--- src/rtl/mem_arbiter.sv ---
`timescale 1ns / 1ps
// -----------------------------------------------------------------------------
// mem_arbiter
//
// Shares the single main-memory port between the I-cache refill path and the
// D-cache refill/writeback path, and sequences fixed-length line bursts
// (BEATS words, line aligned) on that port.
//
// Arbitration happens only in IDLE. D-cache wins ties, except when the I-cache
// has already lost STARVE_LIMIT consecutive ties, in which case the I-cache wins.
//
// Ports
//   clk, rst             clock, synchronous active-high reset
//   i_req / i_addr       I-cache line read request (level) and miss address
//   i_gnt / i_done       one-cycle pulses: I burst started / completed
//   i_rvalid / i_rdata   I beat strobe and data (data passes mem_rdata through)
//   d_req / d_we         D-cache request (level); 1 = writeback, 0 = refill
//   d_addr / d_wdata     D-cache address and current write beat
//   d_gnt / d_done       one-cycle pulses: D burst started / completed
//   d_rvalid / d_rdata   D read beat strobe and data
//   d_wready             D write beat accepted; requester advances d_wdata
//   mem_req / mem_we     memory beat request and write enable
//   mem_addr / mem_wdata memory word address and write data
//   mem_rdata/ mem_ready memory read data; beat completes this cycle
//   mem_stall            memory system busy (to hazard unit)
// -----------------------------------------------------------------------------
module mem_arbiter #(
    parameter int ADDR_WIDTH   = 32,
    parameter int DATA_WIDTH   = 32,
    parameter int BEATS        = 4,
    parameter int STARVE_LIMIT = 4
) (
    input  logic                  clk,
    input  logic                  rst,

    input  logic                  i_req,
    input  logic [ADDR_WIDTH-1:0] i_addr,
    output logic                  i_gnt,
    output logic                  i_rvalid,
    output logic [DATA_WIDTH-1:0] i_rdata,
    output logic                  i_done,

    input  logic                  d_req,
    input  logic                  d_we,
    input  logic [ADDR_WIDTH-1:0] d_addr,
    input  logic [DATA_WIDTH-1:0] d_wdata,
    output logic                  d_gnt,
    output logic                  d_rvalid,
    output logic                  d_wready,
    output logic [DATA_WIDTH-1:0] d_rdata,
    output logic                  d_done,

    output logic                  mem_req,
    output logic                  mem_we,
    output logic [ADDR_WIDTH-1:0] mem_addr,
    output logic [DATA_WIDTH-1:0] mem_wdata,
    input  logic [DATA_WIDTH-1:0] mem_rdata,
    input  logic                  mem_ready,

    output logic                  mem_stall
);

    localparam int BEAT_W   = $clog2(BEATS);
    localparam int OFFSET_W = BEAT_W + 2;
    localparam int STARVE_W = (STARVE_LIMIT < 1) ? 1 : $clog2(STARVE_LIMIT + 1);

    // Clears the byte-in-line offset so bursts always start on a line boundary.
    localparam logic [ADDR_WIDTH-1:0] LINE_MASK  = ~ADDR_WIDTH'((1 << OFFSET_W) - 1);
    localparam logic [BEAT_W-1:0]     LAST_BEAT  = BEAT_W'(BEATS - 1);
    localparam logic [STARVE_W-1:0]   STARVE_MAX = STARVE_W'(STARVE_LIMIT);

    typedef enum logic [1:0] {
        S_IDLE,
        S_BURST,
        S_DONE
    } state_e;

    typedef enum logic {
        OWN_I,
        OWN_D
    } owner_e;

    state_e                state_q;
    owner_e                owner_q;
    logic [ADDR_WIDTH-1:0] base_q;
    logic                  we_q;
    logic [BEAT_W-1:0]     beat_q;
    logic [STARVE_W-1:0]   starve_q;
    logic                  i_gnt_q, d_gnt_q;
    logic                  i_done_q, d_done_q;

    logic                  grant_i_d;
    logic [STARVE_W-1:0]   starve_d;

    // Arbitration decision and the starvation count that goes with it; only
    // consumed when a grant is actually made in IDLE.
    always_comb begin
        // NOTE: every signal driven here gets a default first so no path can
        // leave it unassigned and infer a latch.
        starve_d  = '0;
        grant_i_d = i_req && (!d_req || (starve_q == STARVE_MAX));
        if (!grant_i_d && i_req) begin
            // D beat a waiting I: count the loss, saturating at the limit.
            starve_d = (starve_q == STARVE_MAX) ? starve_q : starve_q + 1'b1;
        end
    end

    // Burst sequencer. gnt/done are registered one-cycle pulses: cleared by
    // default every cycle and set only on the transition that creates them.
    always_ff @(posedge clk) begin
        // NOTE: all state here uses non-blocking assignments so every register
        // samples the pre-edge values, independent of statement order.
        if (rst) begin
            state_q  <= S_IDLE;
            owner_q  <= OWN_D;
            base_q   <= '0;
            we_q     <= 1'b0;
            beat_q   <= '0;
            starve_q <= '0;
            i_gnt_q  <= 1'b0;
            d_gnt_q  <= 1'b0;
            i_done_q <= 1'b0;
            d_done_q <= 1'b0;
        end else begin
            i_gnt_q  <= 1'b0;
            d_gnt_q  <= 1'b0;
            i_done_q <= 1'b0;
            d_done_q <= 1'b0;

            case (state_q)
                S_IDLE: begin
                    if (i_req || d_req) begin
                        state_q  <= S_BURST;
                        beat_q   <= '0;
                        starve_q <= starve_d;
                        if (grant_i_d) begin
                            owner_q <= OWN_I;
                            base_q  <= i_addr & LINE_MASK;
                            we_q    <= 1'b0;
                            i_gnt_q <= 1'b1;
                        end else begin
                            owner_q <= OWN_D;
                            base_q  <= d_addr & LINE_MASK;
                            we_q    <= d_we;
                            d_gnt_q <= 1'b1;
                        end
                    end
                end

                S_BURST: begin
                    if (mem_ready) begin
                        beat_q <= beat_q + 1'b1;
                        if (beat_q == LAST_BEAT) begin
                            state_q  <= S_DONE;
                            i_done_q <= (owner_q == OWN_I);
                            d_done_q <= (owner_q == OWN_D);
                        end
                    end
                end

                S_DONE: begin
                    // Requests are deliberately not sampled here; this forces
                    // at least one IDLE cycle between bursts.
                    state_q <= S_IDLE;
                end

                default: begin
                    state_q <= S_IDLE;
                end
            endcase
        end
    end

    logic burst, own_i, own_d;

    assign burst = (state_q == S_BURST);
    assign own_i = burst && (owner_q == OWN_I);
    assign own_d = burst && (owner_q == OWN_D);

    assign i_gnt  = i_gnt_q;
    assign d_gnt  = d_gnt_q;
    assign i_done = i_done_q;
    assign d_done = d_done_q;

    // base_q is line aligned, so adding the beat offset only fills the cleared
    // low bits: the address can never carry out of the line.
    assign mem_req   = burst;
    assign mem_we    = burst && we_q;
    assign mem_addr  = burst ? (base_q + ADDR_WIDTH'({beat_q, 2'b00})) : '0;
    assign mem_wdata = mem_we ? d_wdata : '0;

    // Beat strobes go only to the burst owner; the I side never writes.
    assign i_rvalid = own_i && mem_ready;
    assign d_rvalid = own_d && !we_q && mem_ready;
    assign d_wready = own_d && we_q && mem_ready;
    assign i_rdata  = own_i ? mem_rdata : '0;
    assign d_rdata  = (own_d && !we_q) ? mem_rdata : '0;

    assign mem_stall = i_req | d_req | (state_q != S_IDLE);

endmodule

--- config.mk ---
export PLATFORM = sky130hd
export DESIGN_NAME = mem_arbiter
export DESIGN_NICKNAME = d
export VERILOG_FILES = /design/src/rtl/mem_arbiter.sv
export SDC_FILE = /design/constraint.sdc
export NUM_CORES = 1
export LEC_CHECK = 0
export CAP_MARGIN = 20
export CORE_AREA = 2 2 105 107
export DETAILED_ROUTE_END_ITERATION = 8
export DIE_AREA = 0 0 107 109
export PLACE_DENSITY_LB_ADDON = 0.2
export REMOVE_ABC_BUFFERS = 1
export SLEW_MARGIN = 20
export SYNTH_ARGS = -nofsm -noshare
export SYNTH_HDL_FRONTEND = slang
export SYNTH_SLANG_ARGS = --single-unit
--- constraint.sdc ---
create_clock -name clk -period 1.67 [get_ports clk]
set_input_delay 0.334 -clock clk [delete_from_list [all_inputs] [get_ports clk]]
set_output_delay 0.334 -clock clk [all_outputs]
set_load 0.05 [all_outputs]
==> results.json, run 1 <==
{
  "status": "finished with violations",
  "violations": "negative setup slack",
  "fin_crit_ns": 1.99,
  "antenna_found_initial": 1,
  "synth_area_leaders": "dfxtp_1 26%, and2_1 13%, and3_1 13%, a221o_1 9.0%, nor4b_1 8.1%",
  "holdCritStartpoint": "rst",
  "grt-ovfl-total": 0,
  "cts.clk_slew.worst_paths_ns": 0.07,
  "slew_viol_final": 0,
  "required_ns": 1.34,
  "postSynthAreaPerCell_sq_um": 8.25,
  "tns_ns": -33.04,
  "maxCapViolations": 0,
  "synth_compound_area_frac": 0.124,
  "routed-via-count": 4235,
  "finalClockSkew_ns": 0.0114,
  "endpoint_kind": "output port",
  "synth.largest_area_cell": "dfxtp_1",
  "critical_path_buf_inv_count": 3,
  "synth_seq_cells": 41,
  "crit_slowest_cell": "dfxtp_2",
  "cp_cell_sequence": "and2b_2, nor3b_4, buf_6, buf_6, and2_4, buf_12",
  "num-nets-final": 781,
  "row_count": 38,
  "drtIter0Drc": 193,
  "dieArea_sq_um": 11700,
  "wl_microns": 17000,
  "max_stage_delay_ns": 0.32,
  "grt_max_degree": 60,
  "rr_worst_depth": 6,
  "root_buffer": "clkbuf_8",
  "max_freq_mhz": 503,
  "htreeDepth": 2,
  "fin_util": 0.757,
  "cts_sinks": 41,
  "cpMostUsedCell": "buf_6",
  "p_per_area_nw_per_um2": 596,
  "drive_above_1_share": 0.464,
  "ys_types": 38,
  "regArea_sq_um": 825,
  "core_sq_um": 10600,
  "fin_crit_sh": 1.19,
  "area_growth_pct": 157,
  "ys_async_sr_fraction": 0,
  "synth_fa_ha_area_frac": 0.0120,
  "route.detailed.drc": 0,
  "synth_top_family_by_area": "simple AND/OR/NAND/NOR gates",
  "synth_edf_count": 0,
  "final-setup-viol-count": 131,
  "crit_fanout": 7,
  "hold_class": "in2reg",
  "clk_latency_ns": 0.30,
  "synth_ff_type": "dfxtp_1",
  "synth.cell_area_sq_um": 3130,
  "firstDrtPassIters": 4,
  "hold_depth": 2,
  "hpwl_microns": 12100,
  "ant_nets": 0,
  "wl_per_cell_microns": 21.7,
  "ys_warn_count": 0,
  "yosys-mux-area-fraction": 0.00360,
  "multi_input_area_sq_um": 2460,
  "cts_hold_buf": 0,
  "worstSetupPathType": "reg2out",
  "antenna_cells": 0,
  "dieHeight_microns": 109,
  "port_buffers": 261,
  "synth_top_area_share": 0.263,
  "rsz0062_at_grt": "yes",
  "setup_ws_ns": -0.318,
  "min_to": "starve_q[2]",
  "worst_r2r_endpoint": "base_q[4]",
  "critPathLaunchType": "register",
  "gp_congestion": 0.841,
  "cts_buffers": 5,
  "synth_xor_area_frac": 0,
  "r2r_slack_ns": -0.01,
  "path_delay_family": "simple AND/OR/NAND/NOR gates",
  "grt_pass1_wl_microns": 24100,
  "start_util": 0.295,
  "cts.path.max_buffers": 2,
  "ir_drop_mv": 0.356,
  "die_x_microns": 107,
  "leakage_nw": 3.31,
  "yosysSeqAreaShare": 0.263,
  "synthSimpleGateAreaFrac": 0.520,
  "r2r-start": "state_q[1]",
  "fill_cells": 675,
  "syn_inst": 379,
  "hold_viol_final": 0,
  "cts_tree": "yes",
  "grt_pass1_vias": 4119,
  "arrival_ns": 1.65,
  "pin_count": 272,
  "grt_util_all_layers": 0.267,
  "viasPerCell": 5.39
}
[state kept, by name, summed over array words and instances (netlist names), 2 cells and up]
signal,cells
beat_q,2
base_q,28
state_q,2
starve_q,3
[how the worst max path moves through the flow]
stage	startpoint	endpoint	slack, ns	cells after the start
global placement	d_req	base_q[10]	-0.25	5
CTS	state_q[1]	d_rdata[21]	-0.27	6
global route	state_q[1]	d_rdata[7]	-0.36	6
floorplan	state_q[0]	d_rdata[0]	-1.85	3
detailed placement	d_req	base_q[12]	-0.32	5
finish	state_q[1]	d_rdata[7]	-0.32	6
[per-layer routing]
metal	routed length (microns)	GRT usage	part of all wire
met5	13	0	0.00076
met4	333	0.0686	0.020
met3	1800	0.0962	0.11
met2	8600	0.469	0.51
met1	6270	0.310	0.37
[report_power, final]
part | internal [mW] | leakage, nW | switching (mW)
Clock | 0.374 | 0.0542 | 0.366
Combinational | 1.50 | 2.92 | 1.42
Sequential | 1.07 | 0.338 | 0.0555
Total | 2.94 | 3.31 | 1.84
[cells by family after synthesis]
group | count (synthesis)
buf+inv | 53
flops | 41
compound gates | 42
other cells | 1
simple gates | 238
fa+ha+maj | 3
mux | 1
[layout make-up]
| type | count | share of cell area |
|---|---|---|
| Clock buffer | 7 | 0.0120 |
| Timing Repair Buffer | 307 | 0.555 |
| Clock inverter | 1 | 0.000623 |
| Sequential cell | 41 | 0.103 |
| Inverter | 3 | 0.00140 |
| Multi-Input combinational cell | 286 | 0.306 |
| Tap cell | 140 | 0.0218 |
[metrics by stage]
stage	area (sq um)	hold slack (ns)	setup slack, ns	instances	total power [mW]
4_1_cts	7650	0.353	-0.267	778	4.58
3_3_place_gp	7260	0.459	-0.254	761	3.59
6_report	8030	0.375	-0.318	785	4.78
3_5_place_dp	7260	0.466	-0.315	761	3.62
5_1_grt	8030	0.404	-0.356	785	4.93
2_1_floorplan	2900	0.403	-1.85	330	2.20
[cell usage after synthesis (all sizes together), types with 4 or more instances]
| cell type | number |
|---|---|
| dfxtp | 41 |
| a21oi | 4 |
| a221o | 28 |
| and3 | 65 |
| and2 | 65 |
| clkbuf | 40 |
| nand2 | 4 |
| and4 | 28 |
| nor4b | 29 |
| nor2 | 4 |
| buf | 10 |
| nor2b | 30 |
[layout by cell type, fill, tap and decap left out, drive strengths merged, types with 2 or more instances in the layout]
cell and count:
buf 180, clkdlybuf4s50 121, and2 65, and3 65, dfxtp 41, nor2b 30
nor4b 29, and4 28, a221o 28, clkbuf 9, nand2 4, a21oi 4
nor2 4, inv 3, nor3 3, ha 3, dlygate4sd2 3, o31ai 2
nand4b 2, conb 2, nor3b 2
[timing repair]
action,CTS,global route
setup buffers,5,5
cloned,5,3
gates resized for setup,64,67
setup endpoints to repair,132,154
pin swaps,21,4
[worst reg2reg max path, stage by stage (launching register included)]
cell and delay (ns):
dfxtp_2 0.32, buf_4 0.15, or2_4 0.29, buf_4 0.15, clkbuf_16 0.15, nor4b_1 0.37, a221o_1 0.20
(Power assumes the default switching activity.)
==> run 2, diff against run 1 <==
HOLD_SLACK_MARGIN = 0.08   (was not set)
==> results of run 2 <==
The final DEF is identical to that of run 1; final timing and power are the same.
